[config.mk]
export PLATFORM = sky130hd
export DESIGN_NAME = rr_priority_arbiter
export DESIGN_NICKNAME = d
export VERILOG_FILES = /design/src/rtl/rr_priority_arbiter.sv
export SDC_FILE = /design/constraint.sdc
export NUM_CORES = 1
export LEC_CHECK = 0
export BUFFER_PORTS_ARGS = -buffer_cell sky130_fd_sc_hd__clkbuf_2
export CAP_MARGIN = 25
export CORE_UTILIZATION = 30
export CTS_BUF_LIST = sky130_fd_sc_hd__clkbuf_4
export DETAILED_ROUTE_END_ITERATION = 10
export PLACE_DENSITY = 0.5
export SLEW_MARGIN = 20
export SYNTH_ARGS = -nofsm -noshare
export SYNTH_HDL_FRONTEND = slang
export SYNTH_SLANG_ARGS = --single-unit
[constraint.sdc]
create_clock -name clk -period 5.1 [get_ports clk]
set_clock_uncertainty 0.1 [all_clocks]
set_input_delay 0.255 -clock clk [delete_from_list [all_inputs] [get_ports clk]]
set_output_delay 0.255 -clock clk [all_outputs]
set_load 0.05 [all_outputs]
[src/rtl/rr_priority_arbiter.sv]
// N-input arbiter with fixed-priority or round-robin selection and a grant held until ack or withdrawal.
// Optional forced release of a stale grant when compiled with `define ARB_TIMEOUT_EN.
module rr_priority_arbiter #(
  parameter int N       = 8,
  parameter int MODE    = 1,
  parameter int TIMEOUT = 16
) (
  input  logic                 clk,
  input  logic                 rst,
  input  logic [N-1:0]         req,
  input  logic                 ack,
  output logic [$clog2(N)-1:0] out,
  output logic [N-1:0]         grant,
  output logic                 valid,
  output logic                 timeout
);

  localparam int W = $clog2(N);

  if (N < 2 || TIMEOUT < 1) begin : g_cfg_check
    $error("rr_priority_arbiter: N must be >= 2 and TIMEOUT >= 1");
  end

  typedef enum logic [0:0] {
    IDLE  = 1'b0,
    GRANT = 1'b1
  } state_e;

  state_e         state_q, state_d;
  logic [W-1:0]   out_q, out_d;
  logic [W-1:0]   ptr_q, ptr_d;
  logic [N-1:0]   grant_q, grant_d;
  logic           valid_q, valid_d;
  logic [W-1:0]   winner_s;
  logic [W-1:0]   ptr_adv_s;
  logic [W:0]     scan_s;
  logic           found_s;

`ifdef ARB_TIMEOUT_EN
  localparam int CW = (TIMEOUT > 1) ? $clog2(TIMEOUT) : 1;
  logic [CW-1:0]  cnt_q, cnt_d;
  logic           timeout_q, timeout_d;
`endif

  // Winner selection: highest set index, or first set bit at or after ptr (wrapping modulo N)
  always_comb begin
    winner_s = {W{1'b0}};
    found_s  = 1'b0;
    scan_s   = {(W+1){1'b0}};
    if (MODE == 0) begin
      for (int i = 0; i < N; i++) begin
        if (req[i]) begin
          winner_s = W'(i);
        end else begin
          winner_s = winner_s;
        end
      end
    end else begin
      for (int k = 0; k < N; k++) begin
        scan_s = {1'b0, ptr_q} + (W+1)'(k);
        if (scan_s >= (W+1)'(N)) begin
          scan_s = scan_s - (W+1)'(N);
        end else begin
          scan_s = scan_s;
        end
        if (!found_s && req[scan_s[W-1:0]]) begin
          winner_s = scan_s[W-1:0];
          found_s  = 1'b1;
        end else begin
          found_s  = found_s;
        end
      end
    end
  end

  // Pointer after a completed grant; explicit compare keeps the wrap right for non-power-of-2 N
  always_comb begin
    if (MODE == 1) begin
      ptr_adv_s = (out_q == W'(N - 1)) ? {W{1'b0}} : out_q + W'(1);
    end else begin
      ptr_adv_s = ptr_q;
    end
  end

  // Next-state and registered-output logic
  always_comb begin
    state_d   = state_q;
    out_d     = out_q;
    grant_d   = grant_q;
    valid_d   = valid_q;
    ptr_d     = ptr_q;
`ifdef ARB_TIMEOUT_EN
    cnt_d     = cnt_q;
    timeout_d = 1'b0;
`endif
    case (state_q)
      IDLE: begin
        if (req != {N{1'b0}}) begin
          state_d = GRANT;
          out_d   = winner_s;
          grant_d = {{(N-1){1'b0}}, 1'b1} << winner_s;
          valid_d = 1'b1;
`ifdef ARB_TIMEOUT_EN
          cnt_d   = {CW{1'b0}};
`endif
        end else begin
          out_d   = {W{1'b0}};
          grant_d = {N{1'b0}};
          valid_d = 1'b0;
        end
      end
      GRANT: begin
        if (ack) begin
          state_d = IDLE;
          out_d   = {W{1'b0}};
          grant_d = {N{1'b0}};
          valid_d = 1'b0;
          ptr_d   = ptr_adv_s;
        end else if (!req[out_q]) begin
          state_d = IDLE;
          out_d   = {W{1'b0}};
          grant_d = {N{1'b0}};
          valid_d = 1'b0;
        end else begin
`ifdef ARB_TIMEOUT_EN
          if (cnt_q == CW'(TIMEOUT - 1)) begin
            state_d   = IDLE;
            out_d     = {W{1'b0}};
            grant_d   = {N{1'b0}};
            valid_d   = 1'b0;
            ptr_d     = ptr_adv_s;
            timeout_d = 1'b1;
          end else begin
            cnt_d     = cnt_q + CW'(1);
          end
`else
          state_d = GRANT;
`endif
        end
      end
      default: begin
        state_d = IDLE;
        out_d   = {W{1'b0}};
        grant_d = {N{1'b0}};
        valid_d = 1'b0;
      end
    endcase
  end

  // State and output registers with synchronous reset
  always_ff @(posedge clk) begin
    if (rst) begin
      state_q   <= IDLE;
      out_q     <= {W{1'b0}};
      grant_q   <= {N{1'b0}};
      valid_q   <= 1'b0;
      ptr_q     <= {W{1'b0}};
`ifdef ARB_TIMEOUT_EN
      cnt_q     <= {CW{1'b0}};
      timeout_q <= 1'b0;
`endif
    end else begin
      state_q   <= state_d;
      out_q     <= out_d;
      grant_q   <= grant_d;
      valid_q   <= valid_d;
      ptr_q     <= ptr_d;
`ifdef ARB_TIMEOUT_EN
      cnt_q     <= cnt_d;
      timeout_q <= timeout_d;
`endif
    end
  end

  assign out   = out_q;
  assign grant = grant_q;
  assign valid = valid_q;
`ifdef ARB_TIMEOUT_EN
  assign timeout = timeout_q;
`else
  assign timeout = 1'b0;
`endif

endmodule

# After elaboration in Yosys (flattened, before gate mapping)
# Index checks and enable logic that the tools add are counted.
dict set report op_classes {
  add_sub_neg 16
  n_lt_le_gt_ge 17
  eq_ne 2
  n_shift 1
  muxes 57
  bitwise_logic 1
  n_reduce_logical 16
}
# operator count
set ops {}
lappend ops {{3-bit two-way mux} 20}
lappend ops {{3-bit by 4-bit less-than comparator with 1-bit output (second input constant)} 9}
lappend ops {{4-bit >= comparator (second input constant)} 7}
lappend ops {{1-bit binary-select mux with 3-bit select} 9}
lappend ops {{8-bit two-way mux} 3}
lappend ops {{3-bit by 1-bit subtractor with 3-bit output (second input constant)} 8}
lappend ops {{1-bit two-way mux} 21}
lappend ops {{3-bit by 3-bit adder with 4-bit output (second input constant)} 4}
lappend ops {{8-bit one-hot mux with 2 select lines} 1}
lappend ops {{3-bit by 2-bit adder with 4-bit output (second input constant)} 2}
lappend ops {{8-bit nonzero test} 1}
lappend ops {{1-bit by 3-bit left shift with 8-bit output (first input constant)} 1}
lappend ops {{1-bit logical AND} 7}
lappend ops {{1-bit logical NOT} 7}
lappend ops {{3-bit one-hot mux with 2 select lines} 1}
lappend ops {{3-bit by 1-bit adder with 4-bit output (second input constant)} 1}
lappend ops {{3-bit by 4-bit >= comparator with 1-bit output (second input constant)} 1}
lappend ops {{1-bit one-hot mux with 2 select lines} 2}
lappend ops {{3-bit by 1-bit adder with 3-bit output (second input constant)} 1}
lappend ops {{3-bit == test (second input constant)} 1}
lappend ops {{3-bit != test (second input constant)} 1}
lappend ops {{2-bit AND reduction} 1}
lappend ops {{1-bit inverter} 1}
dict set report word_totals {
  reg_bits 16
  output_inout_bits 13
  word_cells 115
}

# Longest topological paths before layout
# Gate-level depths: netlist (run 1).
dict set report logic_depth {
  depth_word 29
  depth_mapped 11
  mapped_depth_nobuf 9
}

# Worst setup path before layout (run 1)
# OpenSTA, ideal clock, no wires.
dict set report synth_timing {
  path_type {reg2reg}
  start {reg ptr_q[0]}
  end {reg grant_q[2], in the netlist grant[2]}
  setup_ps 117
  t_arrival_ps 3354
  t_required_ps 4883
  path_slack_ps 1529
  stages_incl_launch_ff 12
  n_path_buf 2
  synth_period_minus_slack_ps 3571
  path_cell_list {dfxtp_1 buf_4 inv_1 ha_1 buf_2 mux2_1 mux4_2 nor4_1 and2_1 nor3b_1 nor2_1 a32o_1}
}
dict set report synth_via {
  elab_chain_len 29
}
# element line_no
set synth_rtl {}
lappend synth_rtl {{start, declared} 31} ;# logic [W-1:0] ptr_q, ptr_d;
lappend synth_rtl {{start signal, assigned} 157} ;# ptr_q <= {W{1'b0}};
lappend synth_rtl {{start signal, assigned} 167} ;# ptr_q <= ptr_d;
lappend synth_rtl {{parallel branches: the longest is 25 deep, another holds 3-bit by 1-bit adder with 4-bit output} n/a}
lappend synth_rtl {{3-bit two-way mux (*)} 66} ;# if (!found_s && req[scan_s[W-1:0]]) begin
lappend synth_rtl {{1-bit by 3-bit left shift with 8-bit output (*)} 101} ;# grant_d = {{(N-1){1'b0}}, 1'b1} << winner_s;
lappend synth_rtl {{8-bit two-way mux (*)} 98} ;# if (req != {N{1'b0}}) begin
lappend synth_rtl {{8-bit one-hot mux with 2 select lines (*)} 96} ;# case (state_q)
lappend synth_rtl {{end signal, assigned} 155} ;# grant_q <= {N{1'b0}};
lappend synth_rtl {{end signal, assigned} 165} ;# grant_q <= grant_d;
lappend synth_rtl {{end, declared} 32} ;# logic [N-1:0] grant_q, grant_d;
# Every way passes the cells marked *. The select of a mux whose other input is x is not followed.
# A chain may end at the register's enable or synchronous reset.

# Worst setup path after layout (run 1)
dict set report layout_timing {
  start {reg ptr_q[1]}
  end {reg grant_q[2], in the netlist grant[2]}
}
# The elaborated chain is that of the path after synthesis.

==> results by group, run 1 <==
Detailed routing
  – Avg WL per Cell: 15.25 µm
  – DRT antenna net count: 0
  – Via count: around 1.5k
  – Routed WL: 4027 µm
  – Iter 0 DRT Violations: 89
  – Drt pass-1 iters: 4
  – DRC: 0
  – DR vias/cell: 5.742

Worst setup path
  – Worst path required time: 5.18 ns
  – CP Cell Sequence: buf_4 > inv_1 > ha_1 > mux2_2 > mux4_2 > nor4_1 > and2_1 > nor3b_1 > nor2_1 > a32o_1
  – Critical path buffers and inverters: 2
  – CP Launch Type: flop
  – Worst path max stage delay: 0.61 ns
  – Critical path fanouts, max: 13
  – Crit. End Element: flop
  – WP data arrival: 3.94 ns
  – Top Family by Delay on Critical Path: simple AND/OR/NAND/NOR gates
  – Worst path slowest cell: ha_1
  – Critical path type: reg2reg

Finish
  – Fraction of layout cells with a size suffix above 1: 26.80%
  – Fillers: 524
  – Synthesis-to-finish area growth: 12.74%
  – Final instance area: 1794 µm²
  – Final nets: 210
  – Layout Utilization: roughly a third
  – FF/Latch Area: around 320 µm²
  – Area taken by multi-input logic gates: 1216 µm²
  – Antenna diodes: 0

Floorplan
  – Site Rows: 26
  – Die Span X: 74.84 µm
  – Core area: 5107 µm²
  – Num ports: 24
  – Initial Utilization: 31.16%
  – Die Area: 5600 µm²
  – DIE HEIGHT: 74.84 µm

STA
  – Worst slew margin: 59.41%
  – Slew Viols, Final: 0
  – Slew at the pin with the worst max-slew slack: 0.6068 ns
  – Period utilization: 75.67%
  – Fmax achieved: 259.1 MHz
  – Setup TNS: 0 ns
  – Endpoints failing hold: 0
  – Hold WS: 0.1525 ns
  – Final setup viols: 0
  – Tmin final: ~3.9 ns
  – RSZ-0062 raised after global routing: no

Placement
  – RD Place Congestion: 0.8762
  – Final HPWL DP: 3148 µm
  – # port buffers: 22
  – Area after detailed placement: 1768 µm²

Global routing
  – Vias in the first global route: around 1.4k
  – First-pass GRT wire length: about 6700 µm
  – Largest net degree at the start of global routing: 14
  – All-layer global routing usage: 15.54%
  – GRT overflow: 0
  – Initial antenna violation count: 0

Run status
  – Outcome: finished, final reports clean

CTS
  – CTS tree: done
  – Num CTS Buffers: 3
  – Clk slew on worst S/H paths: 0.09 ns
  – Root Buffer: clkbuf_4
  – Clk_lat worst skew: 0.28 ns
  – Cts hold-fix bufs: 0
  – Clock buffer depth: 2
  – # resized after CTS: 0
  – Sink Count: 16
  – H-tree depth: 1
  – Post-CTS Setup Repair Bufs: 0

Logic synthesis
  – Net Count, Synth: 188
  – Post-synthesis cell count: 173
  – Synth warn: 0
  – Number of synthesized register bits: 16
  – Average size of a mapped cell: 9.200 µm²
  – EDFF count, synth: 0
  – Main synth FF type: dfxtp_1
  – Cell taking the most area after synthesis: dfxtp_1
  – Sequential share of the synthesized area: 20.13%
  – Post-synth top area share: 20.13%
  – Mapped Area: 1592 µm²
  – Post-synth cell types: 51
  – Asr flop ratio synth: 0%
  – Synth area leaders: dfxtp_1 20%, mux4_2 13%, mux2_2 7.1%

Pwr
  – Maximum VDD drop: ~0.11 mV
  – P_leak: 0.6606 nW
  – PwrDens: 230.6 nW/µm²

Flow run
  – # Max-Cap Violations: 0

Worst hold path
  – Worst hold path class: in2reg
## logic make-up (layout without fill, tap and decap cells)
logic type | after synthesis | in the layout | synth area share, %
flops | 16 | 16 | 20.13
other cells | 1 | 1 | 0.2356
compound gates | 46 | 46 | 23.19
simple gates | 60 | 60 | 18.71
fa+ha+maj | 4 | 4 | 3.145
xor+xnor | 3 | 3 | 1.651
buf+inv | 12 | 33 | 3.459
mux | 31 | 31 | 29.48
## Yosys cell counts, types with 2 or more instances
library cell	count
clkbuf_1	3
buf_4	2
ha_1	4
o22ai_1	2
nor2b_1	5
nand3_1	6
inv_1	5
mux2i_1	9
a31oi_1	3
a2111oi_0	2
xor2_1	2
a21oi_1	8
nor3_1	2
a22o_1	2
nor4_1	5
dfxtp_1	16
nor3b_1	2
mux4_1	2
mux4_2	9
o21ai_0	4
nor2_1	11
mux2_2	10
o31ai_1	4
nand2b_1	5
o221ai_1	2
a221oi_1	2
buf_2	2
a221o_1	2
a32o_1	4
nand2_1	17
## stage by stage
stage	total power, W	setup WS, ns	instances
after floorplan	0.0003033	1.529	173
after global placement	0.0003538	1.383	260
after detailed placement	0.0003487	1.350	260
after CTS	0.0004175	1.320	264
after global routing	0.0004472	0.9671	264
final	0.0004138	1.241	264
## cell type report
cell class	instances	share of cell area, %
clock buffers	3	1.255
repair buffers	24	6.974
flip-flops and latches	16	17.85
inverters	5	1.046
clock inverters	1	0.2092
multi-input cells	145	67.78
well taps	70	4.881
## placed cells by master, fill, tap and decap left out, types with 2 or more instances in the layout
cell | netlist | routed
a2111oi_0 | 2 | 2
clkbuf_2 | 0 | 22
nand3_1 | 6 | 6
nor2b_1 | 5 | 5
nor3b_1 | 2 | 2
a22o_1 | 2 | 2
o21ai_0 | 4 | 4
dfxtp_1 | 16 | 16
nand2b_1 | 5 | 5
nor3_1 | 2 | 2
nand2_1 | 17 | 17
ha_1 | 4 | 4
a32o_1 | 4 | 4
mux2i_1 | 9 | 9
o22ai_1 | 2 | 2
xor2_1 | 2 | 2
mux2_2 | 10 | 10
clkbuf_4 | 0 | 3
mux4_2 | 9 | 9
mux4_1 | 2 | 2
o221ai_1 | 2 | 2
a221oi_1 | 2 | 2
a31oi_1 | 3 | 3
buf_4 | 2 | 2
a221o_1 | 2 | 2
nor4_1 | 5 | 5
inv_1 | 5 | 5
o31ai_1 | 4 | 4
nor2_1 | 11 | 11
a21oi_1 | 8 | 8
## where the power goes
group          switching [W]  total (W)  leakage (nW)  internal, W
combinational       0.000127   0.000205         0.515    0.0000784
clock              0.0000376  0.0000660        0.0154    0.0000284
sequential        0.00000850   0.000143         0.130     0.000134
total               0.000173   0.000414         0.661     0.000241
## worst paths after layout
check / startpoint / to / slack (ns) / depth (start not counted)
setup / recovery: ptr_q[1] / grant[2] / 1.24 / 10
hold / removal: ack / ptr_q[2] / 0.15 / 3
setup reg to reg: ptr_q[1] / grant[2] / 1.24 / 10
hold reg to reg: grant[6] / grant[6] / 0.37 / 2
## tightest hold or removal path, cell delays in order
cell	delay, ns
clkbuf_2	0.10
nand3_1	0.07
a21oi_1	0.06
## routing by layer
layer	wire length, µm	vias up	GRT usage (%)
met4	0	0	1.677
met5	0	-	0
met1	1935	737	21.42
li1	-	733	-
met2	1921	46	25.83
met3	170	0	3.347
## state kept, by name (all words and copies together) (netlist names)
register,cells
grant,8
out,3
ptr_q,3
state_q,1
valid,1
(Power assumes the default switching activity.)
==> inputs of run 2 (changes only) <==
--- a/config.mk
+++ b/config.mk
@@ -10,7 +10,7 @@
 export CORE_UTILIZATION = 30
 export CTS_BUF_LIST = sky130_fd_sc_hd__clkbuf_4
 export DETAILED_ROUTE_END_ITERATION = 10
-export PLACE_DENSITY = 0.5
+export PLACE_DENSITY = 0.52
 export SLEW_MARGIN = 20
 export SYNTH_ARGS = -nofsm -noshare
 export SYNTH_HDL_FRONTEND = slang
==> constraint.sdc (replaced) <==
create_clock -name clk -period 3.5 [get_ports clk]
set_clock_uncertainty 0.1 [all_clocks]
set_input_delay 0.175 -clock clk [delete_from_list [all_inputs] [get_ports clk]]
set_output_delay 0.175 -clock clk [all_outputs]
set_load 0.05 [all_outputs]
==> run 2 against run 1 <==
Power increased by 49%. Clock-buffer cell count is the same. Non-clock buffer count up 6. Setup slack got worse by 1.1 ns. Via count rose by 1.3%. Register-to-register slack got worse by 1.1 ns. Final cell count increased by 2.3%. Largest cell class unchanged. Highest routed layer is now met4.
==> results by group, run 2 (synthesis results as in run 1) <==
STA
  – Period utilization: 95.34% (+20 points)
  – Setup TNS: 0 ns (unchanged)
  – Slew at the pin with the worst max-slew slack: 0.5743 ns (-0.03256 ns)
  – Worst slew margin: 61.57% (+2.2 points)
  – Final setup viols: 0 (unchanged)
  – Slew Viols, Final: 0 (unchanged)
  – Tmin final: 3.337 ns (-0.5220 ns)
  – Fmax achieved: 299.7 MHz (+16%)
  – Endpoints failing hold: 0 (unchanged)
  – RSZ-0062 raised after global routing: no

Detailed routing
  – Drt pass-1 iters: 4 (unchanged)
  – DR vias/cell: 5.689 (-0.93%)
  – Routed WL: 3987 µm (-0.99%)
  – Iter 0 DRT Violations: 67 (-25%)
  – DRT antenna net count: 0 (unchanged)
  – DRC: 0 (unchanged)
  – Via count: 1536 (+1.3%)
  – Avg WL per Cell: 14.77 µm (-3.2%)

Finish
  – Fraction of layout cells with a size suffix above 1: 31.00% (+4.2 points)
  – Antenna diodes: 0 (unchanged)
  – Commonest non-fill, non-tap cell in the layout: clkbuf_2
  – Commonest non-fill, non-tap cells in the layout: 22 x clkbuf_2, 17 x nand2_1, 16 x dfxtp_1
  – FF/Latch Area: 320.3 µm² (unchanged)
  – Final nets: 216 (+2.9%)
  – Synthesis-to-finish area growth: 16.59%
  – Layout Utilization: 36.33% (+1.2 points)
  – Fillers: 526 (+0.38%)
  – Max FFs per register: 8 (unchanged)
  – Area taken by multi-input logic gates: 1232 µm² (+1.3%)
  – Final instance area: 1856 µm² (+3.4%)

Worst setup path
  – Worst path max stage delay: 0.47 ns (-0.14 ns)
  – Worst path slowest cell: o41a_1
  – Crit. End Element: flop
  – Critical path type: reg2reg
  – CP Launch Type: flop
  – Worst r2r path cells: 9 (-1)
  – Crit path top cell by count: a221o_1
  – WP data arrival: 3.44 ns (-0.50 ns)
  – CP Cell Sequence: inv_1 > ha_2 > mux2_2 > a221o_1 > o32ai_4 > nand2_2 > o41a_1 > a221o_1 > o31ai_1
  – Critical path fanouts, max: 8 (-5)
  – Worst path required time: 3.60 ns (-1.58 ns)

Floorplan
  – Num ports: 24 (unchanged)
  – DIE HEIGHT: 74.84 µm (unchanged)
  – Die Span X: 74.84 µm (unchanged)
  – Initial Utilization: 31.16% (unchanged)
  – Die Area: 5600 µm² (unchanged)
  – Core area: 5107 µm² (unchanged)
  – Site Rows: 26 (unchanged)

Placement
  – Final HPWL DP: 3181 µm (+1.1%)
  – Area after detailed placement: 1819 µm² (+2.9%)
  – RD Place Congestion: 0.9114 (+4.0%)
  – # port buffers: 22 (unchanged)

CTS
  – Clock buffer depth: 2 (unchanged)
  – H-tree depth: 1 (unchanged)
  – Cts hold-fix bufs: 0 (unchanged)
  – Clk slew on worst S/H paths: 0.09 ns (about the same)
  – Clk_lat worst skew: 0.28 ns (about the same)
  – Sink Count: 16 (unchanged)
  – Root Buffer: clkbuf_4
  – CTS tree: done
  – Num CTS Buffers: 3 (unchanged)

Global routing
  – GRT overflow: 0 (unchanged)
  – Initial antenna violation count: 0 (unchanged)
  – First-pass GRT wire length: 6568 µm (-1.9%)
  – All-layer global routing usage: 15.26% (-0.29 points)
  – Vias in the first global route: 1325 (-4.7%)
  – Largest net degree at the start of global routing: 14 (unchanged)

Worst hold path
  – Hold depth: 2 (-1)
  – Worst hold path class: in2reg

Pwr
  – P_leak: 0.6934 nW (+5.0%)
  – Maximum VDD drop: 0.2709 mV (+150%)
  – PwrDens: 331.3 nW/µm² (+44%)

Run status
  – Outcome: finished, final reports clean

Flow run
  – # Max-Cap Violations: 0 (unchanged)
[run 2: changes by cell type in the layout (fill, tap and decap cells not counted), sizes merged]
cell,previous run,this run
buf,2,8
[run 2: worst max-delay path: cells and delay by family, from the launching register on]
kind | cells | cell delay, ns
compound gates | 5 | 1.87
fa+ha+maj | 1 | 0.42
mux | 1 | 0.38
flops | 1 | 0.33
simple gates | 1 | 0.09
buf+inv | 1 | 0.05
[run 2: final cells by class]
cell class                 instances  area share [%]
tap                               70           4.720
timing repair buffer              30           9.171
clock inverter                     1          0.2023
clock buffer                       3           1.214
multi-input combinational        145           66.42
sequential                        16           17.26
inverter                           5           1.011
[run 2: timing repair]
action / 4_1_cts / 5_1_grt
setup endpoints to repair: 0 / 6
gates resized for setup: 0 / 3
setup buffers: 0 / 0
[run 2: final timing paths]
path	start	slack, ns	to
max	ptr_q[1]	0.16	grant[7]
min	rst	0.08	out[2]
max reg2reg	ptr_q[1]	0.16	grant[7]
min reg2reg	grant[6]	0.36	grant[6]
[run 2: through the flow]
stage | total power (W) | worst slack, ns | hold WS [ns] | cells
4_1_cts | 0.0006144 | 0.1312 | 0.06973 | 270
3_3_place_gp | 0.0005236 | 0.1279 | 0.3512 | 266
6_report | 0.0006148 | 0.1630 | 0.07562 | 270
3_5_place_dp | 0.0005161 | 0.1516 | 0.3469 | 266
2_1_floorplan | 0.0004446 | 0.02597 | 0.2352 | 173
5_1_grt | 0.0006571 | 0.01038 | 0.09016 | 270
[run 2: per-layer routing]
layer  part of all wire (%)  routed length [µm]  up-vias  global-route usage [%]
li1                       -                   -      743                       -
met1                     47                1893      737                   22.55
met2                     45                1814       50                   22.92
met3                    5.3                 211        6                   2.811
met4                    1.7                  68        0                   3.564
met5                      0                   0        -                       0
[run 2: report_power, final]
group / switching (W) / total, W / internal [W]
registers: 0.0000118 / 0.000207 / 0.000196
logic: 0.000188 / 0.000310 / 0.000123
clock network: 0.0000557 / 0.0000971 / 0.0000414
==> inputs of run 3 (changes only) <==
--- a/config.mk
+++ b/config.mk
@@ -7,10 +7,12 @@
 export LEC_CHECK = 0
 export BUFFER_PORTS_ARGS = -buffer_cell sky130_fd_sc_hd__clkbuf_2
 export CAP_MARGIN = 25
+export CELL_PAD_IN_SITES_DETAIL_PLACEMENT = 1
+export CELL_PAD_IN_SITES_GLOBAL_PLACEMENT = 1
 export CORE_UTILIZATION = 30
 export CTS_BUF_LIST = sky130_fd_sc_hd__clkbuf_4
 export DETAILED_ROUTE_END_ITERATION = 10
-export PLACE_DENSITY = 0.52
+export PLACE_DENSITY = 0.64
 export SLEW_MARGIN = 20
 export SYNTH_ARGS = -nofsm -noshare
 export SYNTH_HDL_FRONTEND = slang
==> run 3 against run 2 <==
Wire length grew 21%. First-iteration DRC count shrank 3.0%. Final cell count grew 0.74%. Register-to-register slack is essentially flat. Largest power group unchanged. Sequential power is essentially flat. Die area is the same. Highest routed layer unchanged. Combinational power grew 8.4%. Power grew 5.2%. Maximum frequency grew 0.31%. Setup slack gained 0.010 ns. Worst hold slack gained 0.0023 ns.
==> results by group, run 3 (synthesis results as in run 1) <==
Worst setup path
  – Worst path required time: 3.62 ns (+0.02 ns)
  – WP data arrival: 3.45 ns (about the same)
  – Crit. End Element: flop
  – Critical path type: reg2reg
  – CP Launch Type: flop
  – Critical path fanouts, max: 13 (+5)
  – Worst path slowest cell: mux4_2
  – Worst path max stage delay: 0.63 ns (+0.16 ns)
  – CP Cell Sequence: buf_4 > mux4_2 > a221o_2 > o32ai_4 > nand2_2 > o41a_1 > a221o_1 > o31ai_2

Detailed routing
  – DRT antenna net count: 0 (unchanged)
  – Via count: 1566 (+2.0%)
  – DR vias/cell: 5.757 (+1.2%)
  – DRC: 0 (unchanged)
  – Avg WL per Cell: 17.78 µm (+20%)
  – Iter 0 DRT Violations: 65 (-3.0%)
  – Routed WL: 4835 µm (+21%)
  – Drt pass-1 iters: 4 (unchanged)

Finish
  – Commonest non-fill, non-tap cells in the layout: 22 x clkbuf_2, 17 x nand2_1, 16 x dfxtp_1
  – Layout Utilization: 37.31% (+0.98 points)
  – Antenna diodes: 0 (unchanged)
  – Commonest non-fill, non-tap cell in the layout: clkbuf_2
  – Synthesis-to-finish area growth: 19.73%
  – Max FFs per register: 8 (unchanged)
  – Final std cells w/o fill: 272 (+0.74%)
  – Final nets: 218 (+0.93%)
  – Fraction of layout cells with a size suffix above 1: 35.15% (+4.1 points)

STA
  – Setup TNS: 0 ns (unchanged)
  – Tmin final: 3.327 ns (-0.01027 ns)
  – RSZ-0062 raised after global routing: no
  – Setup ws final: 0.1733 ns (+0.01027 ns)
  – Slew Viols, Final: 0 (unchanged)
  – Slew at the pin with the worst max-slew slack: 0.5809 ns (+0.006600 ns)
  – Fmax achieved: 300.6 MHz (+0.31%)
  – Final setup viols: 0 (unchanged)
  – Endpoints failing hold: 0 (unchanged)
  – Period utilization: 95.05% (-0.29 points)
  – Worst slew margin: 61.13% (-0.44 points)

Floorplan
  – Die Span X: 74.84 µm (unchanged)
  – DIE HEIGHT: 74.84 µm (unchanged)
  – Initial Utilization: 31.16% (unchanged)
  – Site Rows: 26 (unchanged)
  – Die Area: 5600 µm² (unchanged)
  – Core area: 5107 µm² (unchanged)
  – Num ports: 24 (unchanged)

Pwr
  – Clock power share: 16.0% (+0.2 points)
  – Internal cell power: 0.0003658 W (+1.7%)
  – Maximum VDD drop: 0.1912 mV (-29%)
  – Seq pwr share: 32.1% (-1.6 points)
  – Comb pwr share: 51.9% (+1.4 points)
  – PwrDens: 339.3 nW/µm² (+2.4%)
  – Psw: 0.0002808 W (+10%)
  – Switching fraction of total power: 43.43% (+1.9 points)
  – P_leak: 0.7037 nW (+1.5%)

Global routing
  – GRT overflow: 0 (unchanged)
  – Initial antenna violation count: 0 (unchanged)
  – First-pass GRT wire length: 7624 µm (+16%)
  – All-layer global routing usage: 18.03% (+2.8 points)
  – Largest net degree at the start of global routing: 14 (unchanged)
  – Vias in the first global route: 1536 (+16%)

Worst hold path
  – Worst hold path class: in2reg

CTS
  – H-tree depth: 1 (unchanged)
  – Clock buffer depth: 2 (unchanged)
  – Clk_lat worst skew: 0.29 ns (about the same)
  – Sink Count: 16 (unchanged)
  – Root Buffer: clkbuf_4
  – Clk slew on worst S/H paths: 0.10 ns (about the same)
  – Num CTS Buffers: 3 (unchanged)
  – Cts hold-fix bufs: 0 (unchanged)
  – CTS tree: done

Placement
  – Dpl ws: 0.1429 ns (-0.008645 ns)
  – RD Place Congestion: 0.9150 (+0.39%)
  – Final HPWL DP: 3780 µm (+19%)
  – Cells after DPL: 266 (unchanged)
  – # port buffers: 22 (unchanged)

Run status
  – Outcome: finished, final reports clean

Flow run
  – # Max-Cap Violations: 0 (unchanged)
[run 3: per-stage QoR]
step           hold slack [ns]  total power (W)  cell area [µm²]
2_1_floorplan           0.2352        0.0004446             1604
4_1_cts                0.06645        0.0006279             1846
5_1_grt                0.06568        0.0006884             1906
6_report               0.07791        0.0006465             1906
3_5_place_dp            0.3474        0.0005242             1819
3_3_place_gp            0.3444        0.0005245             1819
[run 3: path summary, 6_finish.rpt]
path                    to  slack [ns]  depth (start not counted)  startpoint
setup / recovery  grant[6]        0.17                          8    ptr_q[0]
hold / removal    ptr_q[1]        0.08                          2         rst
setup reg to reg  grant[6]        0.17                          8    ptr_q[0]
hold reg to reg   grant[7]        0.37                          2    grant[7]
[run 3: per-layer routing]
layer | part of all wire, % | global-route usage [%] | wire length (µm) | up-vias
met5 | 0 | 0 | 0 | -
met4 | 0.43 | 4.193 | 21 | 0
met3 | 3.7 | 4.150 | 177 | 2
met2 | 49 | 28.63 | 2368 | 38
met1 | 47 | 24.86 | 2266 | 783
li1 | - | - | - | 743
[run 3: final cells by class]
class / instances / area [µm²]
clock buffers: 3 / 22.52
clock inverters: 1 / 3.754
fillers: 615 / 3202
inverters: 5 / 18.77
multi-input cells: 145 / 1267
flip-flops and latches: 16 / 320.3
well taps: 70 / 87.58
repair buffers: 32 / 185.2
[run 3: worst max-delay path: cells and delay by family (launching register included)]
kind / cells / cell delay (ns)
buffers and inverters: 1 / 0.23
AND/OR/NAND/NOR: 1 / 0.10
AO/OA/AOI/OAI: 5 / 1.86
flip-flops: 1 / 0.34
multiplexers: 1 / 0.63
[run 3: power by group through the flow]
| stage | logic [W] | clock network (W) | registers, W |
|---|---|---|---|
| global placement | 0.000312 | 0 | 0.000212 |
| detailed placement | 0.000312 | 0 | 0.000212 |
| finish | 0.000336 | 0.000103 | 0.000208 |
| global route | 0.000362 | 0.000116 | 0.000210 |
| floorplan | 0.000196 | 0 | 0.000248 |
| CTS | 0.000313 | 0.000107 | 0.000208 |
[run 3: what timing repair did]
item,CTS,global route
gates resized for setup,0,12
endpoints found under the setup margin,0,8
buffers inserted,0,2
